### config.mk
export PLATFORM = sky130hd
export DESIGN_NAME = ft_collision
export DESIGN_NICKNAME = d
export VERILOG_FILES = /design/src/rtl/ft_pkg.sv /design/src/rtl/ft_overlap_acc.sv /design/src/rtl/ft_collision.sv
export SDC_FILE = /design/constraint.sdc
export NUM_CORES = 1
export LEC_CHECK = 0
export ABC_AREA = 1
export CAP_MARGIN = 25
export CORE_UTILIZATION = 46
export CTS_BUF_LIST = sky130_fd_sc_hd__clkbuf_8
export CTS_CLUSTER_DIAMETER = 30
export CTS_CLUSTER_SIZE = 25
export DETAILED_ROUTE_END_ITERATION = 12
export PLACE_DENSITY = 0.89
export REMOVE_ABC_BUFFERS = 1
export SLEW_MARGIN = 20
export SYNTH_ARGS = -nofsm -noshare
export SYNTH_HDL_FRONTEND = slang
export SYNTH_SLANG_ARGS = --single-unit
### constraint.sdc
create_clock -name clk -period 1.5 [get_ports clk]
set_input_delay 0.3 -clock clk [delete_from_list [all_inputs] [get_ports clk]]
set_output_delay 0.3 -clock clk [all_outputs]
set_load 0.02 [all_outputs]
### src/rtl/ft_pkg.sv
// Shared definitions for the ghost (fantome) logic: ghost FSM state codes used by
// fantome_layer and the collision FSM state type used by ft_collision.
// Build option: define FT_COLL_CATCH_EN to include the catch (freeze-power) feature.
package ft_pkg;

  // Ghost FSM state codes as driven on ft_state
  localparam logic [2:0] FT_INIT     = 3'd0;
  localparam logic [2:0] FT_IDLE     = 3'd1;
  localparam logic [2:0] FT_TELEPORT = 3'd2;
  localparam logic [2:0] FT_END      = 3'd3;

  localparam int unsigned OvlWidth = 8;

  localparam logic [10:0] CatchAward = 11'd100;
  localparam logic [10:0] CatchMax   = 11'd2047;

`ifdef FT_COLL_CATCH_EN
  typedef enum logic [2:0] {
    StArmed    = 3'd0,
    StHit      = 3'd1,
    StCatch    = 3'd2,
    StCooldown = 3'd3,
    StDead     = 3'd4
  } coll_state_t;
`else
  typedef enum logic [2:0] {
    StArmed    = 3'd0,
    StHit      = 3'd1,
    StCooldown = 3'd3,
    StDead     = 3'd4
  } coll_state_t;
`endif

  // Add the catch award, clamping at the 11-bit maximum
  function automatic logic [10:0] add_catch_points(input logic [10:0] points);
    logic [11:0] sum;
    sum = {1'b0, points} + {1'b0, CatchAward};
    return sum[11] ? CatchMax : sum[10:0];
  endfunction

endpackage

### src/rtl/ft_overlap_acc.sv
// Start-of-frame detection and per-frame ghost/Q*bert overlap pixel accumulation.
// The count clears on sof (the owner samples it on that same cycle) and on ft_end.
module ft_overlap_acc
  import ft_pkg::*;
(
  input  logic                clk,
  input  logic                reset,
  input  logic [10:0]         x_cnt,
  input  logic [9:0]          y_cnt,
  input  logic                fantome_hitbox,
  input  logic                qbert_hitbox,
  input  logic [2:0]          ft_state,
  input  logic                ft_end,
  input  logic                en,
  output logic                sof,
  output logic [OvlWidth-1:0] overlap
);

  logic [OvlWidth-1:0] overlap_q, overlap_d;
  logic                pix_hit;

  assign sof     = (x_cnt == 11'd0) && (y_cnt == 10'd0);
  assign pix_hit = en && fantome_hitbox && qbert_hitbox && (ft_state != FT_INIT);
  assign overlap = overlap_q;

  // Next count: clear on frame boundary or ghost end, else saturating increment
  always_comb begin
    overlap_d = overlap_q;
    if (ft_end || sof) begin
      overlap_d = '0;
    end else if (pix_hit && (overlap_q != {OvlWidth{1'b1}})) begin
      overlap_d = overlap_q + 1'b1;
    end
  end

  // Count register
  always_ff @(posedge clk) begin
    if (reset) begin
      overlap_q <= '0;
    end else begin
      overlap_q <= overlap_d;
    end
  end

endmodule

### src/rtl/ft_collision.sv
// Ghost / Q*bert collision manager: evaluates the overlap count once per frame,
// pulses ft_hit (or ft_caught), tracks lives, cooldown and game over.
// Build option: define FT_COLL_CATCH_EN to include the catch feature; without it
// freeze_power simply suppresses evaluation, and ft_caught/catch_points read 0.
module ft_collision
  import ft_pkg::*;
#(
  parameter int unsigned HIT_THRESH      = 16,
  parameter int unsigned COOLDOWN_FRAMES = 60,
  parameter int unsigned LIVES_INIT      = 3
) (
  input  logic        clk,
  input  logic        reset,
  input  logic [10:0] x_cnt,
  input  logic [9:0]  y_cnt,
  input  logic        fantome_hitbox,
  input  logic        qbert_hitbox,
  input  logic [2:0]  ft_state,
  input  logic        ft_end,
  input  logic        freeze_power,
  input  logic        qb_on_sc,
  input  logic        game_restart,
  output logic        ft_hit,
  output logic        ft_caught,
  output logic [2:0]  lives,
  output logic        game_over,
  output logic [10:0] catch_points
);

  localparam logic [2:0]  LivesInit = 3'(LIVES_INIT);
  localparam logic [15:0] CdLast    = 16'(COOLDOWN_FRAMES - 1);

  coll_state_t         state_q;
  logic [15:0]         cd_q;
  logic                sof;
  logic [OvlWidth-1:0] overlap;
  logic                acc_en;
  logic                eval_hit;

  // Hitbox inputs are ignored entirely once the game is over
  assign acc_en = (state_q != StDead);

  ft_overlap_acc u_acc (
    .clk            (clk),
    .reset          (reset),
    .x_cnt          (x_cnt),
    .y_cnt          (y_cnt),
    .fantome_hitbox (fantome_hitbox),
    .qbert_hitbox   (qbert_hitbox),
    .ft_state       (ft_state),
    .ft_end         (ft_end),
    .en             (acc_en),
    .sof            (sof),
    .overlap        (overlap)
  );

  // Frame-end evaluation; ft_end wins over a coincident sof
  assign eval_hit = sof && !ft_end && (state_q == StArmed) && !qb_on_sc &&
                    (32'(overlap) >= HIT_THRESH);

`ifndef FT_COLL_CATCH_EN
  assign ft_caught    = 1'b0;
  assign catch_points = '0;
`endif

  // Collision FSM with registered pulse, lives and score outputs
  always_ff @(posedge clk) begin
    if (reset) begin
      state_q      <= StArmed;
      cd_q         <= '0;
      ft_hit       <= 1'b0;
      lives        <= LivesInit;
      game_over    <= 1'b0;
`ifdef FT_COLL_CATCH_EN
      ft_caught    <= 1'b0;
      catch_points <= '0;
`endif
    end else begin
      ft_hit <= 1'b0;
`ifdef FT_COLL_CATCH_EN
      ft_caught <= 1'b0;
`endif
      unique case (state_q)
        StArmed: begin
          if (eval_hit) begin
`ifdef FT_COLL_CATCH_EN
            if (freeze_power) begin
              state_q      <= StCatch;
              ft_caught    <= 1'b1;
              catch_points <= add_catch_points(catch_points);
            end else begin
              state_q <= StHit;
              ft_hit  <= 1'b1;
              if (lives != 3'd0) lives <= lives - 3'd1;
            end
`else
            if (!freeze_power) begin
              state_q <= StHit;
              ft_hit  <= 1'b1;
              if (lives != 3'd0) lives <= lives - 3'd1;
            end
`endif
          end
        end
        StHit: begin
          // lives already holds the decremented value here
          cd_q <= '0;
          if (lives == 3'd0) begin
            state_q   <= StDead;
            game_over <= 1'b1;
          end else begin
            state_q <= StCooldown;
          end
        end
`ifdef FT_COLL_CATCH_EN
        StCatch: begin
          cd_q    <= '0;
          state_q <= StCooldown;
        end
`endif
        StCooldown: begin
          // The final cooldown sof re-arms without evaluating
          if (sof) begin
            if (cd_q == CdLast) begin
              cd_q    <= '0;
              state_q <= StArmed;
            end else begin
              cd_q <= cd_q + 16'd1;
            end
          end
        end
        StDead: begin
          game_over <= 1'b1;
          if (game_restart) begin
            lives     <= LivesInit;
            game_over <= 1'b0;
            state_q   <= StArmed;
`ifdef FT_COLL_CATCH_EN
            catch_points <= '0;
`endif
          end
        end
        default: state_q <= StArmed;
      endcase
    end
  end

endmodule

==> results.py, run 1 <==
metrics = {
    "outcome": {
        "outcome": "finished with violations",
        "violations": "negative setup slack",
    },
    "sta": {
        "fin_skew_ns": 0.00154,
        "fmax_mhz": 597,
        "rsz0062_at_grt": "true",
        "finalMaxSlewViolations": 0,
        "fin_crit_sh_pct": 112,
        "hold_slack_ns": 0.501,
        "fin_ws_ns": -0.176,
        "hold_viol": 0,
        "period_minus_slack_ns": 1.68,
        "setup_violations": 18,
    },
    "setup_path": {
        "critPathMaxStageDelay_ns": 0.36,
        "worst_ep_arrival_time_ns": 1.86,
        "path_cells": "ha_4, nand3_4, inv_2, nand2_1, nor2_1, inv_1, nor2_4, xor2_1, nor2_1",
        "critPathRequiredTime_ns": 1.68,
        "rr_worst_depth": 9,
        "reg2reg_slack_ns": -0.18,
        "critPathMostFrequentCell": "nor2_1",
        "slowest_stage": "dfxtp_2",
        "path_class": "reg2reg",
        "reg2reg_from": "cd_q[1]",
        "cp-start-kind": "register",
        "rr_endpoint": "cd_q[10]",
        "crit_start": "cd_q[1]",
        "crit_buf_inv": 2,
        "crit_cells": 9,
        "crit_fanout": 4,
        "endpoint": "cd_q[10]",
        "endpoint_kind": "register",
        "crit_family": "simple AND/OR/NAND/NOR gates",
    },
    "cells_and_area": {
        "syn_to_final_growth_pct": 50.8,
        "antenna_cells": 0,
        "drive_above_1_share_pct": 31.7,
        "seqCellArea_um2": 661,
        "n_fill_cell": 270,
        "nNetsFinal": 437,
        "multiInputGateArea_mm2": 0.00138,
        "layout_common_cells": "58 x nand2_1, 56 x nor2_1, 44 x buf_4",
        "final_common_cell": "nand2_1",
    },
    "drt": {
        "vias": 2433,
        "viasPerCell": 5.39,
        "ant_nets": 0,
        "avgRoutedWirePerCell_um": 15.2,
        "drtPass1Iterations": 6,
        "drc_errors": 0,
        "initialDrtViolationCount": 185,
        "drt_wl_total_mm": 6.85,
    },
    "logic_synthesis": {
        "syn_inst": 313,
        "ys_seq_elements": 32,
        "yosys.area.top_type": "dfxtp_1",
        "avgSynthCellArea_um2": 6.52,
        "yosys-top-cells-area": "dfxtp_1 31%, nand2_1 13%, nor2_1 12%, inv_1 6.8%, nand3_1 4.4%",
        "syn_area_mm2": 0.00204,
        "yosysTopAreaCellShare_pct": 31.4,
        "ys_warn_count": 0,
        "yosysSeqAreaShare_pct": 31.4,
        "synth.distinct_cells": 38,
    },
    "global_route": {
        "grt_remaining_overflow": 0,
        "grt_use_total_pct": 26.2,
        "grt_max_degree": 10,
        "grt_pass1_vias": 2166,
        "antenna_found_initial": 0,
        "grt_pass1_wl_mm": 9.11,
    },
    "clock_network": {
        "htreeDepth": 2,
        "cts_tree": "built",
        "cts.sink_count": 32,
        "insertion_delay_ns": 0.30,
        "clkTransAtPathRegs_ns": 0.07,
        "cts.path.max_buffers": 2,
        "root_buffer": "clkbuf_8",
        "postCtsHoldBufs": 0,
        "cts_buffers": 5,
    },
    "placed_design": {
        "numPortBuffers": 36,
        "place_hpwl_mm": 3.93,
        "routabilityCongestion": 0.912,
    },
    "power": {
        "seq_power_share_pct": 49.1,
        "p_int_mw": 1.30,
        "switching_share_pct": 25.1,
        "power.switching_uw": 434,
        "p_leak_nw": 1.34,
        "power_frac_clock_pct": 40.6,
        "p_total_mw": 1.73,
        "irDropWorstVdd_v": 0.000557,
        "powerDensity_mw_per_mm2": 562,
        "p_comb_share_pct": 10.3,
    },
    "floorplan": {
        "boundaryPins": 49,
        "die-area_mm2": 0.00471,
        "num_rows": 23,
        "die_x_um": 68.6,
        "core_mm2": 0.00412,
        "initial_core_util_pct": 49.6,
        "die_h_um": 68.6,
    },
    "job": {
        "maxCapViolations": 0,
    },
    "hold_path": {
        "hp-class": "reg2reg",
    },
}
==> flip-flops by register name (all words and copies together) (netlist names) <==
name           count
u_acc.overlap      8
cd_q              16
state_q            3
lives              3
game_over          1
ft_hit             1
==> tightest hold or removal path, stage by stage (launching register included) <==
cell and delay, ns:
dfxtp_1 0.35, inv_1 0.06, a21oi_1 0.05
==> power by group through the flow <==
stage / Combinational [mW] / Clock, mW / Sequential [mW]
6_report: 0.178 / 0.703 / 0.849
5_1_grt: 0.195 / 0.731 / 0.849
4_1_cts: 0.166 / 0.692 / 0.853
3_5_place_dp: 0.177 / 0 / 0.872
3_3_place_gp: 0.174 / 0 / 0.872
2_1_floorplan: 0.0629 / 0 / 0.872
==> cells in the mapped netlist <==
| master | n |
|---|---|
| nor3_2 | 1 |
| o22ai_1 | 1 |
| a31oi_1 | 1 |
| buf_4 | 12 |
| inv_2 | 4 |
| a21oi_1 | 14 |
| or2_0 | 1 |
| a211oi_1 | 1 |
| o21bai_1 | 1 |
| nor2_1 | 65 |
| ha_1 | 5 |
| nor3_4 | 1 |
| nor2_4 | 2 |
| nor4_1 | 3 |
| buf_6 | 2 |
| and3_1 | 2 |
| o31ai_1 | 1 |
| or2_4 | 1 |
| buf_2 | 2 |
| dfxtp_1 | 32 |
| o21ai_1 | 1 |
| o21ai_4 | 1 |
| xnor2_1 | 2 |
| nand3_2 | 3 |
| nand3_1 | 18 |
| nand2_1 | 69 |
| conb_1 | 1 |
| o21ai_0 | 7 |
| nand4_1 | 3 |
| inv_1 | 37 |
| a21oi_2 | 1 |
| nor2_2 | 2 |
| xor2_1 | 6 |
| nor3_1 | 6 |
| nand3_4 | 1 |
| a21o_1 | 1 |
| o2111ai_1 | 1 |
| clkbuf_1 | 1 |
==> kinds of logic after synthesis <==
kind of cell / synth area share [%]
AO/OA/AOI/OAI: 9.14
XOR/XNOR: 3.43
AND/OR/NAND/NOR: 39.1
buffers and inverters: 13.7
flip-flops: 31.4
adder cells (fa/ha/maj): 3.07
other: 0.184
==> worst min path at each step <==
stage / startpoint / to / slack (ns) / depth (start not counted)
5_1_grt: u_acc.overlap[2] / u_acc.overlap[2] / 0.51 / 2
3_3_place_gp: u_acc.overlap[6] / u_acc.overlap[6] / 0.46 / 2
2_1_floorplan: reset / cd_q[12] / 0.37 / 1
3_5_place_dp: u_acc.overlap[6] / u_acc.overlap[6] / 0.48 / 2
4_1_cts: u_acc.overlap[6] / u_acc.overlap[6] / 0.49 / 2
6_report: u_acc.overlap[2] / u_acc.overlap[2] / 0.50 / 2
==> layout make-up <==
| type | instances | area share [%] |
|---|---|---|
| clock buffers | 6 | 2.68 |
| clock inverters | 2 | 0.244 |
| inverters | 41 | 5.08 |
| multi-input cells | 234 | 44.9 |
| flip-flops and latches | 32 | 21.5 |
| well taps | 50 | 2.03 |
| repair buffers | 86 | 23.6 |
==> metrics by stage <==
stage / instance area, um2 / util, % / setup TNS (ns) / instances / worst slack, ns
floorplan: 1960 / - / -0.600 / 307 / -0.209
global placement: 2680 / 65.1 / -7.83 / 433 / -0.395
detailed placement: 2680 / 65.1 / -9.56 / 433 / -0.464
CTS: 2860 / 69.4 / 0 / 446 / 0.00621
global route: 3080 / 74.8 / -2.32 / 451 / -0.241
finish: 3080 / 74.8 / -1.24 / 451 / -0.176
==> repair_timing <==
item                       4_1_cts  5_1_grt
gates cloned                     0        0
setup buffers                    5        6
setup endpoints to repair       26       30
gates resized for setup         50       57
pin swaps                       28       26
==> routing by layer <==
layer | part of all wire, % | up-vias | GRT usage (%) | wire length (um)
met4 | 4.3 | 0 | 14.3 | 294
met3 | 6.4 | 45 | 5.10 | 435
li1 | - | 1134 | - | -
met1 | 39 | 1131 | 27.8 | 2660
met5 | 0 | - | 0 | 0
met2 | 51 | 123 | 47.9 | 3460
Note: power is estimated with default switching activity, not from simulation.
==> run 2: changes to the inputs <==
- CORE_UTILIZATION: 46 -> 30
- PLACE_DENSITY: 0.89 -> 0.66
==> run 2 against run 1 <==
Against the previous run: the run ends with design-rule violations left; core utilization shrank 27 points; sequential cell count is the same; combinational power shrank 3%; die area grew 52%; clock power shrank 1%; final cell count grew 6.9%; worst setup slack gained 0.24 ns; sequential power is essentially flat; maximum frequency grew 17%; worst hold slack lost 0.015 ns; register-to-register slack gained 0.25 ns; cell area shrank 0.24%; critical path type is now in2reg; critical endpoint is now cd_q[14]; highest routed layer unchanged.
==> results.py, run 2 (synthesis results as in run 1) <==
metrics = {
    "setup_path": {
        "crit_family": "simple AND/OR/NAND/NOR gates",
        "reg2reg_from": "state_q[1]",
        "crit_start": "x_cnt[8]",
        "critPathMostFrequentCell": "nand2_1",
        "crit_buf_inv": 1,
        "crit_fanout": 7,
        "slowest_stage": "dlygate4sd2_1",
        "path_class": "in2reg",
        "cp-start-kind": "input pin",
        "endpoint_kind": "register",
        "critPathRequiredTime_ns": 1.72,
        "critPathMaxStageDelay_ns": 0.24,
        "path_cells": "dlygate4sd2_1, nor2_1, nand2_1, nor2_4, nand3_4, nand2_1, nand2_4, nor2_4, nand2_1, nand2_1, nand2_1, nor2_1",
        "worst_ep_arrival_time_ns": 1.65,
    },
    "sta": {
        "fin_crit_sh_pct": 95.8,
        "fin_skew_ns": 0.00972,
        "hold_viol": 0,
        "finalMaxSlewViolations": 0,
        "setup_violations": 0,
        "final.setup.tns_ns": 0,
        "rsz0062_at_grt": "true",
        "fmax_mhz": 696,
        "period_minus_slack_ns": 1.44,
    },
    "clock_network": {
        "cts.sink_count": 32,
        "insertion_delay_ns": 0.29,
        "cts.path.max_buffers": 2,
        "root_buffer": "clkbuf_8",
        "cts_tree": "built",
        "cts_buffers": 5,
        "postCtsHoldBufs": 0,
        "htreeDepth": 2,
        "clkTransAtPathRegs_ns": 0.07,
    },
    "drt": {
        "initialDrtViolationCount": 100,
        "drt_wl_total_mm": 5.30,
        "avgRoutedWirePerCell_um": 11.0,
        "drtPass1Iterations": 10,
        "vias": 2208,
        "viasPerCell": 4.58,
        "ant_nets": 0,
        "drc_errors": 5,
    },
    "global_route": {
        "grt_remaining_overflow": 0,
        "grt_max_degree": 11,
        "grt_use_total_pct": 15.0,
        "antenna_found_initial": 0,
        "use_met1_pct": 17.7,
        "grt_use_met2_pct": 27.0,
        "grt_use_met3_pct": 2.06,
        "grt_pass1_wl_mm": 8.69,
        "grt-busiest-layer": "met2",
        "grt_pass1_vias": 2104,
    },
    "placed_design": {
        "numPortBuffers": 36,
        "place_hpwl_mm": 4.01,
        "routabilityCongestion": 0.812,
        "placed_area_mm2": 0.00277,
        "place_inst": 467,
    },
    "cells_and_area": {
        "nNetsFinal": 441,
        "antenna_cells": 0,
        "fin_cells": 482,
        "layout_common_cells": "62 x nand2_1, 59 x nor2_1, 49 x buf_4",
        "final_util_pct": 47.5,
        "n_fill_cell": 632,
        "multiInputGateArea_mm2": 0.00131,
        "stdcell_area_mm2": 0.00307,
        "seqCellArea_um2": 654,
        "largest-register": "cd_q",
        "syn_to_final_growth_pct": 50.5,
        "largest_reg_flops": 16,
        "final_common_cell": "nand2_1",
        "drive_above_1_share_pct": 29.4,
    },
    "floorplan": {
        "initial_core_util_pct": 31.6,
        "core_mm2": 0.00646,
        "num_rows": 29,
        "die_h_um": 84.5,
        "die-area_mm2": 0.00714,
        "boundaryPins": 49,
        "die_x_um": 84.5,
    },
    "power": {
        "powerDensity_mw_per_mm2": 559,
        "p_leak_nw": 1.30,
        "irDropWorstVdd_v": 0.000394,
    },
    "hold_path": {
        "hp-class": "reg2reg",
        "hold_start": "u_acc.overlap[6]",
    },
    "outcome": {
        "violations": "design-rule violations",
        "outcome": "finished with violations",
    },
    "job": {
        "maxCapViolations": 0,
    },
}
==> run 2: cell types whose count changed in the layout (fill, tap and decap cells not counted), moves of 4 or more <==
cell | previous run | this run
buf_4 | 44 | 49
clkdlybuf4s15_1 | 0 | 7
dlygate4sd2_1 | 25 | 19
nand2_1 | 58 | 62
==> run 2: cell type report <==
cell class / instances / area share, %
sequential: 32 / 21.3
timing repair buffer: 90 / 24.8
multi-input combinational: 234 / 42.7
clock inverter: 2 / 0.367
clock buffer: 6 / 2.69
tap: 77 / 3.14
inverter: 41 / 5.01
==> run 2: path summary, 6_finish.rpt <==
check             depth (start not counted)          endpoint  slack, ns
hold / removal                            2  u_acc.overlap[6]       0.49
setup / recovery                         12          cd_q[14]       0.06
setup reg to reg                          8          cd_q[12]       0.07
hold reg to reg                           2  u_acc.overlap[6]       0.49
==> run 2: power breakdown <==
part	switching (mW)	internal (mW)	total [mW]	leakage [nW]
combinational	0.0838	0.0886	0.172	0.992
clock	0.329	0.366	0.695	0.0486
sequential	0.00116	0.849	0.850	0.261
==> run 2: repair_timing <==
item                                    in CTS  in global routing
resized for setup                           47                 50
pin swaps                                   27                 17
endpoints found under the setup margin      29                 27
buffers inserted                             5                  2
==> run 2: layer usage <==
metal	wire length, um	vias up
met5	0	-
met4	31	0
met3	179	2
met2	2770	53
met1	2320	1008
li1	-	1145
==> run 2: tightest hold or removal path: cells and delay by family, from the launching register on <==
family | cells | cell delay [ns]
AND/OR/NAND/NOR | 1 | 0.07
AO/OA/AOI/OAI | 1 | 0.05
flip-flops | 1 | 0.33
==> run 2: through the flow <==
stage / hold WS, ns / worst slack, ns / power [mW]
5_1_grt: 0.497 / -0.0501 / 1.78
6_report: 0.486 / 0.0633 / 1.72
3_3_place_gp: 0.463 / -0.457 / 1.05
3_5_place_dp: 0.466 / -0.519 / 1.05
2_1_floorplan: 0.369 / -0.209 / 0.934
4_1_cts: 0.476 / 0.00735 / 1.74
==> run 3: changes to the inputs <==
- CORE_UTILIZATION: 30 -> 46
- PLACE_DENSITY: 0.66 -> 0.89
==> results of run 3 <==
No change in the layout: final DEF, timing and power equal those of run 1.
